<file path="src/rtl/johnson_pkg.sv">
// Shared types and helpers for the parametrised Johnson counter and its decoders.
package johnson_pkg;

    localparam int unsigned MAX_WIDTH = 64;

    localparam logic DIR_UP   = 1'b1;
    localparam logic DIR_DOWN = 1'b0;

    typedef logic [MAX_WIDTH-1:0] code_t;

    // Thermometer code of a phase: ones fill from bit 0, then zeros fill from bit 0.
    function automatic code_t phase_to_code(input int unsigned width, input int unsigned phase);
        code_t code;
        code = '0;
        for (int unsigned i = 0; i < MAX_WIDTH; i++) begin
            if (i < width) begin
                if (phase <= width) begin
                    code[i] = (i < phase);
                end else begin
                    code[i] = (i >= phase - width);
                end
            end
        end
        return code;
    endfunction

    // A Johnson code has at most one boundary between adjacent differing bits.
    function automatic logic is_legal_code(input int unsigned width, input code_t code);
        int unsigned edges;
        edges = 0;
        for (int unsigned i = 0; i + 1 < MAX_WIDTH; i++) begin
            if ((i + 1 < width) && (code[i] != code[i+1])) begin
                edges++;
            end
        end
        return (edges <= 1);
    endfunction

endpackage

</file>
<file path="src/rtl/johnson_decode.sv">
// Combinational Johnson state decode: binary phase, one-hot phase and legality.
module johnson_decode
    import johnson_pkg::*;
#(
    parameter  int unsigned WIDTH = 4,
    localparam int unsigned PW    = $clog2(2*WIDTH),
    localparam int unsigned NPH   = 2*WIDTH,
    localparam int unsigned CW    = PW + 1
) (
    input  logic [WIDTH-1:0] q,
    output logic [PW-1:0]    phase,
    output logic [NPH-1:0]   phase_oh,
    output logic             legal
);

    logic [CW-1:0] ones;

    // MSB clear: phase is the ones count; MSB set: phase is 2W minus the ones count.
    always_comb begin
        ones     = '0;
        phase    = '0;
        phase_oh = '0;
        for (int unsigned i = 0; i < WIDTH; i++) begin
            ones = ones + CW'(q[i]);
        end
        legal = is_legal_code(WIDTH, code_t'(q));
        if (legal) begin
            phase           = q[WIDTH-1] ? PW'(NPH - 32'(ones)) : PW'(ones);
            phase_oh[phase] = 1'b1;
        end
    end

endmodule

</file>
<file path="src/rtl/johnson_counter_param.sv">
// Up/down Johnson counter with phase load, decode, terminal count and illegal-state recovery.
module johnson_counter_param
    import johnson_pkg::*;
#(
    parameter int unsigned WIDTH = 4,
    parameter int unsigned PW    = $clog2(2*WIDTH)
) (
    input  logic               clk,
    input  logic               rst,
    input  logic               en,
    input  logic               dir,
    input  logic               load,
    input  logic [PW-1:0]      load_phase,
    input  logic               err_clr,
    output logic [WIDTH-1:0]   q,
    output logic [PW-1:0]      phase,
    output logic [2*WIDTH-1:0] phase_oh,
    output logic               tc,
    output logic               err
);

    localparam int unsigned NPH = 2*WIDTH;

    logic [WIDTH-1:0] q_r;
    logic [WIDTH-1:0] q_nxt;
    logic             err_r;
    logic             err_nxt;
    logic             legal;
    logic             load_ok;
    logic             err_set;

    johnson_decode #(.WIDTH(WIDTH)) u_decode (
        .q        (q_r),
        .phase    (phase),
        .phase_oh (phase_oh),
        .legal    (legal)
    );

    always_ff @(posedge clk) begin
        if (rst) begin
            q_r   <= '0;
            err_r <= 1'b0;
        end else begin
            q_r   <= q_nxt;
            err_r <= err_nxt;
        end
    end

    // Recovery from an illegal state wins unless a load arrives without en.
    always_comb begin
        q_nxt   = q_r;
        err_nxt = err_r;
        load_ok = (32'(load_phase) < NPH);
        err_set = !legal || (load && !load_ok);

        if (!legal && (en || !load)) begin
            q_nxt = '0;
        end else if (load) begin
            if (load_ok) begin
                q_nxt = WIDTH'(phase_to_code(WIDTH, 32'(load_phase)));
            end
        end else if (en) begin
            if (dir == DIR_UP) begin
                q_nxt = {q_r[WIDTH-2:0], ~q_r[WIDTH-1]};
            end else begin
                q_nxt = {~q_r[0], q_r[WIDTH-1:1]};
            end
        end

        if (err_set) begin
            err_nxt = 1'b1;
        end else if (err_clr) begin
            err_nxt = 1'b0;
        end
    end

    assign q   = q_r;
    assign err = err_r;
    assign tc  = en && legal &&
                 (((dir == DIR_UP)   && (phase == PW'(NPH - 1))) ||
                  ((dir == DIR_DOWN) && (phase == '0)));

endmodule

</file>
<file path="config.mk">
export PLATFORM = sky130hd
export DESIGN_NAME = johnson_counter_param
export DESIGN_NICKNAME = d
export VERILOG_FILES = /design/src/rtl/johnson_pkg.sv /design/src/rtl/johnson_decode.sv /design/src/rtl/johnson_counter_param.sv
export SDC_FILE = /design/constraint.sdc
export NUM_CORES = 1
export LEC_CHECK = 0
export CAP_MARGIN = 30
export CORE_MARGIN = 2
export CORE_UTILIZATION = 42
export DETAILED_ROUTE_END_ITERATION = 10
export PLACE_DENSITY_LB_ADDON = 0.1
export SLEW_MARGIN = 20
export SYNTH_ARGS = -nofsm -noshare
export SYNTH_HDL_FRONTEND = slang
export SYNTH_SLANG_ARGS = --single-unit
</file>
<file path="constraint.sdc">
create_clock -name clk -period 3.06 [get_ports clk]
set_clock_uncertainty 0.1 [all_clocks]
set_input_delay 0.306 -clock clk [delete_from_list [all_inputs] [get_ports clk]]
set_output_delay 0.306 -clock clk [all_outputs]
set_load 0.03 [all_outputs]
</file>
==> qor.yml, run 1 <==
route:
  drcViolationCount: 0
  via_per_inst: 5.47
  num_vias: 782
  wirelength_um: 1660
  drtPass1Iterations: 4
  first_iter_violations: 19
  antenna_left: 0
  routedWlPerCell_um: 11.6
timing:
  min_period_over_period_pct: 99.0
  drv_slew: 0
  timing.setup.tns_ns: 0
  hold_violations: 0
  fmax_mhz: 330
  worstMarginPinSlew_ns: 0.378
  slew_headroom_pct: 74.7
  finalWorstSetupSlack_ns: 0.0299
  final-setup-viol-count: 0
  hold_ws_ns: 0.383
  fin_crit_ns: 3.03
  rsz0062_at_grt: "true"
cts:
  clk_pin_slew_ns: 0.05
  htree_levels: 1
  cts-root-buf: "clkbuf_4"
  ctsLongestPathBuffers: 2
  cts_num_sinks: 5
  clk-insertion-delay-late_ns: 0.24
  cts_tree: "done"
  cts_hold_buf: 0
  numCtsBuffers: 3
worst_setup_path:
  cp-end-kind: "primary output"
  timing.rr.end: "q[2]"
  crit_start: "q[0]"
  reg2reg_from: "q[0]"
  reg2regPathDepth: 6
  worstSetupStartpointType: "register"
  r2r_setup_slack_ns: 1.01
  critical_path.max_fanout: 7
  critPathKind: "register to primary output"
  arrival_ns: 2.62
  required_ns: 2.65
synthesis:
  syn_inst: 99
  avgSynthCellArea_um2: 6.65
  synth_edf_count: 0
  yosys_warnings: 0
  synth_area_leaders: "dfxtp_1, a21oi_1, nor2_1, nand2_1, or3_1"
  synth.distinct_cells: 35
  yosys_register_bits: 5
  synth_top_area_share_pct: 15.2
  synth_flop_cell: "dfxtp_1"
  syn_area_um2: 658
  ys_seq_area_share_pct: 15.2
  async_flop_share_pct: 0
  synth_top_cell_by_area: "dfxtp_1"
  synth_nets: 111
grt:
  grt_usage_pct: 20.6
  grt_start_max_net_pins: 15
  grt_pass1_vias: 718
  grt_pass1_wl_um: 3080
  antenna_found_initial: 0
  overflow: 0
placement:
  routabilityCongestion: 0.832
  portBuffers: 25
  hpwl_um: 1270
  dp_slack_ns: 0.0914
power:
  leakage_uw: 0.000474
  ir_drop_mv: 0.316
  powerDensity_nw_per_um2: 459
  power_uw: 460
die:
  die_w_um: 43.6
  initial_core_util_pct: 44.2
  core_um2: 1490
  rows: 14
  die-area_um2: 1900
  chipHeight_um: 43.6
  ios: 26
finish:
  fill_cells: 135
  antenna_cells: 0
  syn_to_final_growth_pct: 52.1
  nets: 140
  final_layout_size_suffix_gt1_share_pct: 22.8
hold_path:
  hold_end: "err"
  holdPathStages: 2
  min_path_type: "register to register"
  hp-start: "err"
status:
  outcome: "finished clean"
flow_run:
  drv_cap: 0
[worst max path at each step]
stage               depth (start not counted)  slack (ns)     endpoint
finish                                     11        0.03           tc
global route                               11        -0.1           tc
CTS                                        11        0.02           tc
detailed placement                         11        0.09           tc
global placement                           11        0.17           tc
floorplan                                   9        0.03  phase_oh[1]
[flip-flops by register name, indices dropped and copies added (netlist names)]
name  flops
q         4
err       1
[cell usage after synthesis (all sizes together), types with 2 or more instances]
| cell | number |
|---|---|
| a211oi | 2 |
| a21o | 3 |
| a21oi | 11 |
| a221oi | 2 |
| a31oi | 2 |
| buf | 5 |
| clkbuf | 3 |
| dfxtp | 5 |
| ha | 2 |
| inv | 9 |
| nand2 | 9 |
| nand2b | 3 |
| nand3 | 3 |
| nor2 | 11 |
| nor3 | 6 |
| o21ai | 2 |
| or3 | 5 |
| xnor2 | 2 |
| xor2 | 2 |
[layout by cell type, fill, tap and decap left out, types with 4 or more instances in the layout]
cell type	Yosys	final
buf_4	1	12
or3_1	5	5
nor2_1	11	10
clkdlybuf4s50_1	0	15
dlymetal6s2s_1	0	4
dfxtp_1	5	4
a21oi_1	10	10
nor3_1	6	6
inv_1	7	6
nand2_1	9	9
[layout make-up]
| cell class | count | area [µm²] | share of cell area (%) |
|---|---|---|---|
| flip-flops and latches | 5 | 101 | 10.1 |
| clock inverters | 1 | 5.00 | 0.500 |
| repair buffers | 32 | 302 | 30.1 |
| clock buffers | 3 | 22.5 | 2.25 |
| multi-input cells | 77 | 517 | 51.6 |
| well taps | 16 | 20.0 | 2.00 |
| inverters | 9 | 33.8 | 3.38 |
[per-stage QoR]
step	util [%]	area (µm²)	std cells
3_5_place_dp	61.5	916	138
3_3_place_gp	61.5	916	138
5_1_grt	67.2	1000	143
2_1_floorplan	-	661	99
6_report	67.2	1000	143
4_1_cts	65.4	973	143
[critical path, stage by stage (launching register included)]
cell and delay, ns:
dfxtp_2 0.35, ha_4 0.26, inv_1 0.07, fa_2 0.34
inv_2 0.07, ha_4 0.22, nor2b_4 0.11, a221oi_1 0.08
or3_1 0.40, o31a_1 0.26, nor2_2 0.10, buf_6 0.14
[cell families after synthesis]
| family | share of synthesized area, % |
|---|---|
| simple gates | 29.1 |
| compound gates | 28.3 |
| buf+inv | 12.0 |
| flops | 15.2 |
| xor+xnor | 5.32 |
| fa+ha+maj | 8.55 |
| mux | 1.52 |
[metal layers]
metal / up-vias / track usage, % / routed length (µm)
met1: 349 / 26.3 / 682
met3: 2 / 5.00 / 105
met5: - / 0 / 0
met4: 0 / 6.06 / 14
li1: 408 / - / -
met2: 23 / 34.1 / 854
[repair_timing]
action / in CTS / in global routing
setup endpoints to repair: 5 / 8
resized for setup: 6 / 6
pin swaps: 1 / 1
setup buffers: 1 / 0
[power breakdown]
part	internal, µW	leakage, µW	switching, µW
combinational	130	0.000415	177
sequential	72.3	0.0000416	5.46
clock	47.3	0.0000177	28.4
total	249	0.000474	211
Note: power is estimated with default switching activity, not from simulation.
==> inputs of run 2 (changes only) <==
- CORE_MARGIN: 2 -> unset
==> run 2 against run 1 <==
Worst setup slack got worse by 0.010 ns; sequential cell count did not move; non-clock buffer count did not move; via count rose by 2.6%; combinational power rose by 5%; highest routed layer is now met3; cell count fell by 0.70%; largest cell class unchanged; routed wire length rose by 9.5%; worst hold slack improved by 0.0026 ns; final area rose by 1.4%; register-to-register slack barely moved; power rose by 2.9%; first-iteration DRC count did not move.
==> qor.yml, run 2 (synthesis results as in run 1) <==
status:
  outcome: "finished clean"
timing:
  final-setup-viol-count: 0
  fmax_mhz: 329
  min_period_over_period_pct: 99.4
  hold_violations: 0
  fin_crit_ns: 3.04
  drv_slew: 0
  rsz0062_at_grt: "true"
  finalWorstSetupSlack_ns: 0.0196
  hold_ws_ns: 0.386
  worstMarginPinSlew_ns: 0.412
  slew_headroom_pct: 72.4
die:
  die-area_um2: 1730
  ios: 26
  chipHeight_um: 41.6
  die_w_um: 41.6
  initial_core_util_pct: 47.6
  core_um2: 1380
  rows: 13
route:
  drtPass1Iterations: 4
  wirelength_um: 1820
  first_iter_violations: 19
  via_per_inst: 5.65
  antenna_left: 0
  routedWlPerCell_um: 12.8
  num_vias: 802
  drcViolationCount: 0
placement:
  dp_slack_ns: 0.0675
  routabilityCongestion: 0.837
  portBuffers: 25
  placed_cell_area_um2: 915
  hpwl_um: 1310
finish:
  fin_area_um2: 1010
  nets: 140
  antenna_cells: 0
  final_layout_size_suffix_gt1_share_pct: 24.4
  final_core_utilization_pct: 73.4
  final_cell_mix: "clkdlybuf4s50_1, buf_4, a21oi_1, nor2_1, nand2_1"
  largest_register_ff_count: 4
  layout_commonest_cell: "clkdlybuf4s50_1"
  syn_to_final_growth_pct: 54.2
worst_setup_path:
  cpMaxStageDelayCell: "or3_4"
  worstSetupStartpointType: "register"
  critical_path.max_fanout: 7
  critPathKind: "register to primary output"
  cp-end-kind: "primary output"
  cpMostUsedCell: "ha_4"
  arrival_ns: 2.63
  required_ns: 2.65
  cp_cell_sequence: "ha_4 -> inv_4 -> fa_2 -> inv_2 -> ha_4 -> nor2b_4 -> a221oi_2 -> or3_4 -> o31a_1 -> nor2_2 -> buf_6"
  slowest_delay_ns: 0.39
power:
  leakage_uw: 0.000475
  p_sw_uw: 216
  p_clk_share_pct: 15.8
  combPwrFrac_pct: 67.6
  seqPwrFrac_pct: 16.5
  swShare_pct: 45.7
  ir_drop_mv: 0.335
  powerDensity_nw_per_um2: 467
  p_int_uw: 257
  power_uw: 473
cts:
  cts_hold_buf: 0
  htree_levels: 1
  numCtsBuffers: 3
  clk-insertion-delay-late_ns: 0.24
  ctsLongestPathBuffers: 2
  cts_tree: "done"
  cts-root-buf: "clkbuf_4"
  clk_pin_slew_ns: 0.04
  cts_num_sinks: 5
grt:
  grt_usage_pct: 21.8
  grt_pass1_wl_um: 3010
  antenna_found_initial: 0
  grt_start_max_net_pins: 15
  overflow: 0
  grt_pass1_vias: 703
hold_path:
  min_path_type: "register to register"
flow_run:
  drv_cap: 0
[run 2: path summary, 6_finish.rpt]
kind         from   end  slack [ns]  depth (start not counted)
max reg2reg  q[0]  q[2]        1.02                          6
min reg2reg   err   err        0.39                          2
min           err   err        0.39                          2
max          q[0]    tc        0.02                         11
[run 2: power groups by stage]
stage / logic [µW] / clock network, µW / registers (µW)
floorplan: 181 / 0 / 91.3
global placement: 289 / 0 / 77.3
detailed placement: 293 / 0 / 78.0
CTS: 306 / 77.8 / 77.3
global route: 343 / 84.3 / 78.9
finish: 320 / 75.0 / 78.3
[run 2: worst max-delay path, delay by kind of cell, from the launching register on]
kind / cells / cell delay (ns)
adders and majority gates: 3 / 0.83
and+or+nand+nor: 3 / 0.62
DFF: 1 / 0.36
AOI/OAI and AO/OA: 2 / 0.33
buffers and inverters: 3 / 0.25
[run 2: layout make-up]
class                   instances  area, µm²
repair buffers                 32        302
inverters                       9       36.3
well taps                      15       18.8
fillers                       112        368
clock buffers                   4       26.3
multi-input cells              77        528
flip-flops and latches          5        104
[run 2: through the flow]
| step | std cells | setup TNS [ns] |
|---|---|---|
| 6_report | 142 | 0 |
| 3_3_place_gp | 137 | 0 |
| 4_1_cts | 142 | 0 |
| 3_5_place_dp | 137 | 0 |
| 5_1_grt | 142 | -0.0721 |
| 2_1_floorplan | 99 | 0 |
[run 2: routing by layer]
metal  GRT usage (%)  share of wire [%]  wire (µm)  up-vias
li1                -                  -          -      408
met1            24.4                 43        779      366
met2            41.6                 52        943       28
met3            5.65                5.1         93        0
met4            3.23                  0          0        0
met5               0                  0          0        -
[run 2: repair_timing]
item	CTS	global route
pin swaps	1	1
endpoints found under the setup margin	6	7
buffers inserted	1	0
cloned	0	0
resized for setup	7	10
==> inputs of run 3 (changes only) <==
- CORE_UTILIZATION: 42 -> 35
==> run 3 against run 2 <==
First-iteration DRC count shrank 95%; cell count up 7.0%; critical endpoint unchanged; highest routed layer is now met4; worst setup slack improved by 0.0027 ns; via count shrank 4.1%.
==> qor.yml, run 3 (synthesis results as in run 1) <==
die:
  core_um2: 1750
  chipHeight_um: 45.4
  die_w_um: 45.4
  ios: 26
  initial_core_util_pct: 37.7
  die-area_um2: 2060
  rows: 15
timing:
  fin_crit_ns: 3.04
  fmax_mhz: 329
  rsz0062_at_grt: "true"
  final-setup-viol-count: 0
  drv_slew: 0
  min_period_over_period_pct: 99.3
  hold_violations: 0
  worstMarginPinSlew_ns: 0.402
  slew_headroom_pct: 73.1
cts:
  cts_num_sinks: 5
  cts-root-buf: "clkbuf_4"
  numCtsBuffers: 3
  clk-insertion-delay-late_ns: 0.24
  cts_tree: "done"
  clk_pin_slew_ns: 0.05
  htree_levels: 1
  ctsLongestPathBuffers: 2
finish:
  layout_commonest_cell: "clkdlybuf4s50_1"
  antenna_cells: 0
  largest_register_ff_count: 4
  final_layout_size_suffix_gt1_share_pct: 22.8
  nets: 140
  fill_cells: 175
  syn_to_final_growth_pct: 53.4
  final_cell_mix: "clkdlybuf4s50_1, buf_4, a21oi_1, nor2_1, nand2_1"
  fin_area_um2: 1010
flow_run:
  drv_cap: 0
worst_setup_path:
  critical_path.max_fanout: 7
  worstSetupStartpointType: "register"
  critPathKind: "register to primary output"
  r2r_setup_slack_ns: 1.02
  worst_path_dominant_cell_family: "adder cells"
  cp_cell_sequence: "ha_4 -> inv_1 -> fa_2 -> inv_2 -> ha_4 -> nor2b_4 -> a221oi_1 -> or3_1 -> o31a_1 -> nor2_2 -> buf_6"
  cpMostUsedCell: "ha_4"
  path_buf_inv: 3
  cp-end-kind: "primary output"
  required_ns: 2.65
  cpMaxStageDelayCell: "or3_1"
  arrival_ns: 2.63
  slowest_delay_ns: 0.40
hold_path:
  min_path_type: "register to register"
grt:
  grt_pass1_wl_um: 2880
  antenna_found_initial: 0
  grt_usage_pct: 18.6
  overflow: 0
  grt_pass1_vias: 701
  grt_start_max_net_pins: 15
route:
  routedWlPerCell_um: 11.0
  drcViolationCount: 0
  via_per_inst: 5.06
  wirelength_um: 1680
  antenna_left: 0
  drtPass1Iterations: 2
  first_iter_violations: 1
  num_vias: 769
power:
  powerDensity_nw_per_um2: 457
  ir_drop_mv: 0.322
  leakage_uw: 0.000456
  power_uw: 461
status:
  outcome: "finished clean"
placement:
  placed_cell_area_um2: 927
  hpwl_um: 1330
  routabilityCongestion: 0.796
  portBuffers: 25
run 3: layer usage:
| metal | up-vias | global-route usage, % | wire, µm |
|---|---|---|---|
| met5 | - | 0 | 0 |
| met4 | 0 | 1.82 | 6 |
| met3 | 2 | 3.60 | 40 |
| met2 | 16 | 35.7 | 876 |
| met1 | 345 | 21.7 | 752 |
| li1 | 406 | - | - |
run 3: power breakdown:
| group | internal [µW] | switching [µW] |
|---|---|---|
| Sequential | 72.2 | 5.40 |
| Combinational | 130 | 176 |
| Clock | 47.5 | 30.6 |
| Total | 249 | 212 |
run 3: stage by stage:
step	setup TNS, ns	setup slack (ns)	hold WS [ns]	std cells	utilization, %
3_3_place_gp	0	0.160	0.363	147	53.1
3_5_place_dp	0	0.0661	0.367	147	53.1
4_1_cts	0	0.00641	0.381	152	56.7
5_1_grt	-0.0712	-0.0712	0.404	152	57.8
2_1_floorplan	0	0.0269	0.275	99	-
6_report	0	0.0223	0.377	152	57.8
run 3: final cells by class:
type | instances | area [µm²] | area share (%)
Timing Repair Buffer | 32 | 299 | 29.6
Inverter | 9 | 33.8 | 3.35
Tap cell | 25 | 31.3 | 3.10
Sequential cell | 5 | 101 | 10.0
Clock inverter | 1 | 5.00 | 0.496
Clock buffer | 3 | 22.5 | 2.23
Multi-Input combinational cell | 77 | 517 | 51.2
run 3: final timing paths:
check             startpoint   end  cells after the start
setup / recovery        q[0]    tc                     11
hold reg to reg          err   err                      2
hold / removal           err   err                      2
setup reg to reg        q[0]  q[2]                      6
run 3: worst min-delay path, cell delays in order (launching register included):
cell and delay (ns):
dfxtp_1 0.31, nand2b_1 0.06, a21oi_1 0.06
run 3: timing repair:
item                       CTS  global route
hold buffers                 0             0
setup endpoints to repair    7             7
hold endpoints to repair     0             0
pin swaps                    1             1
resized for setup            7             4
buffers inserted             1             0
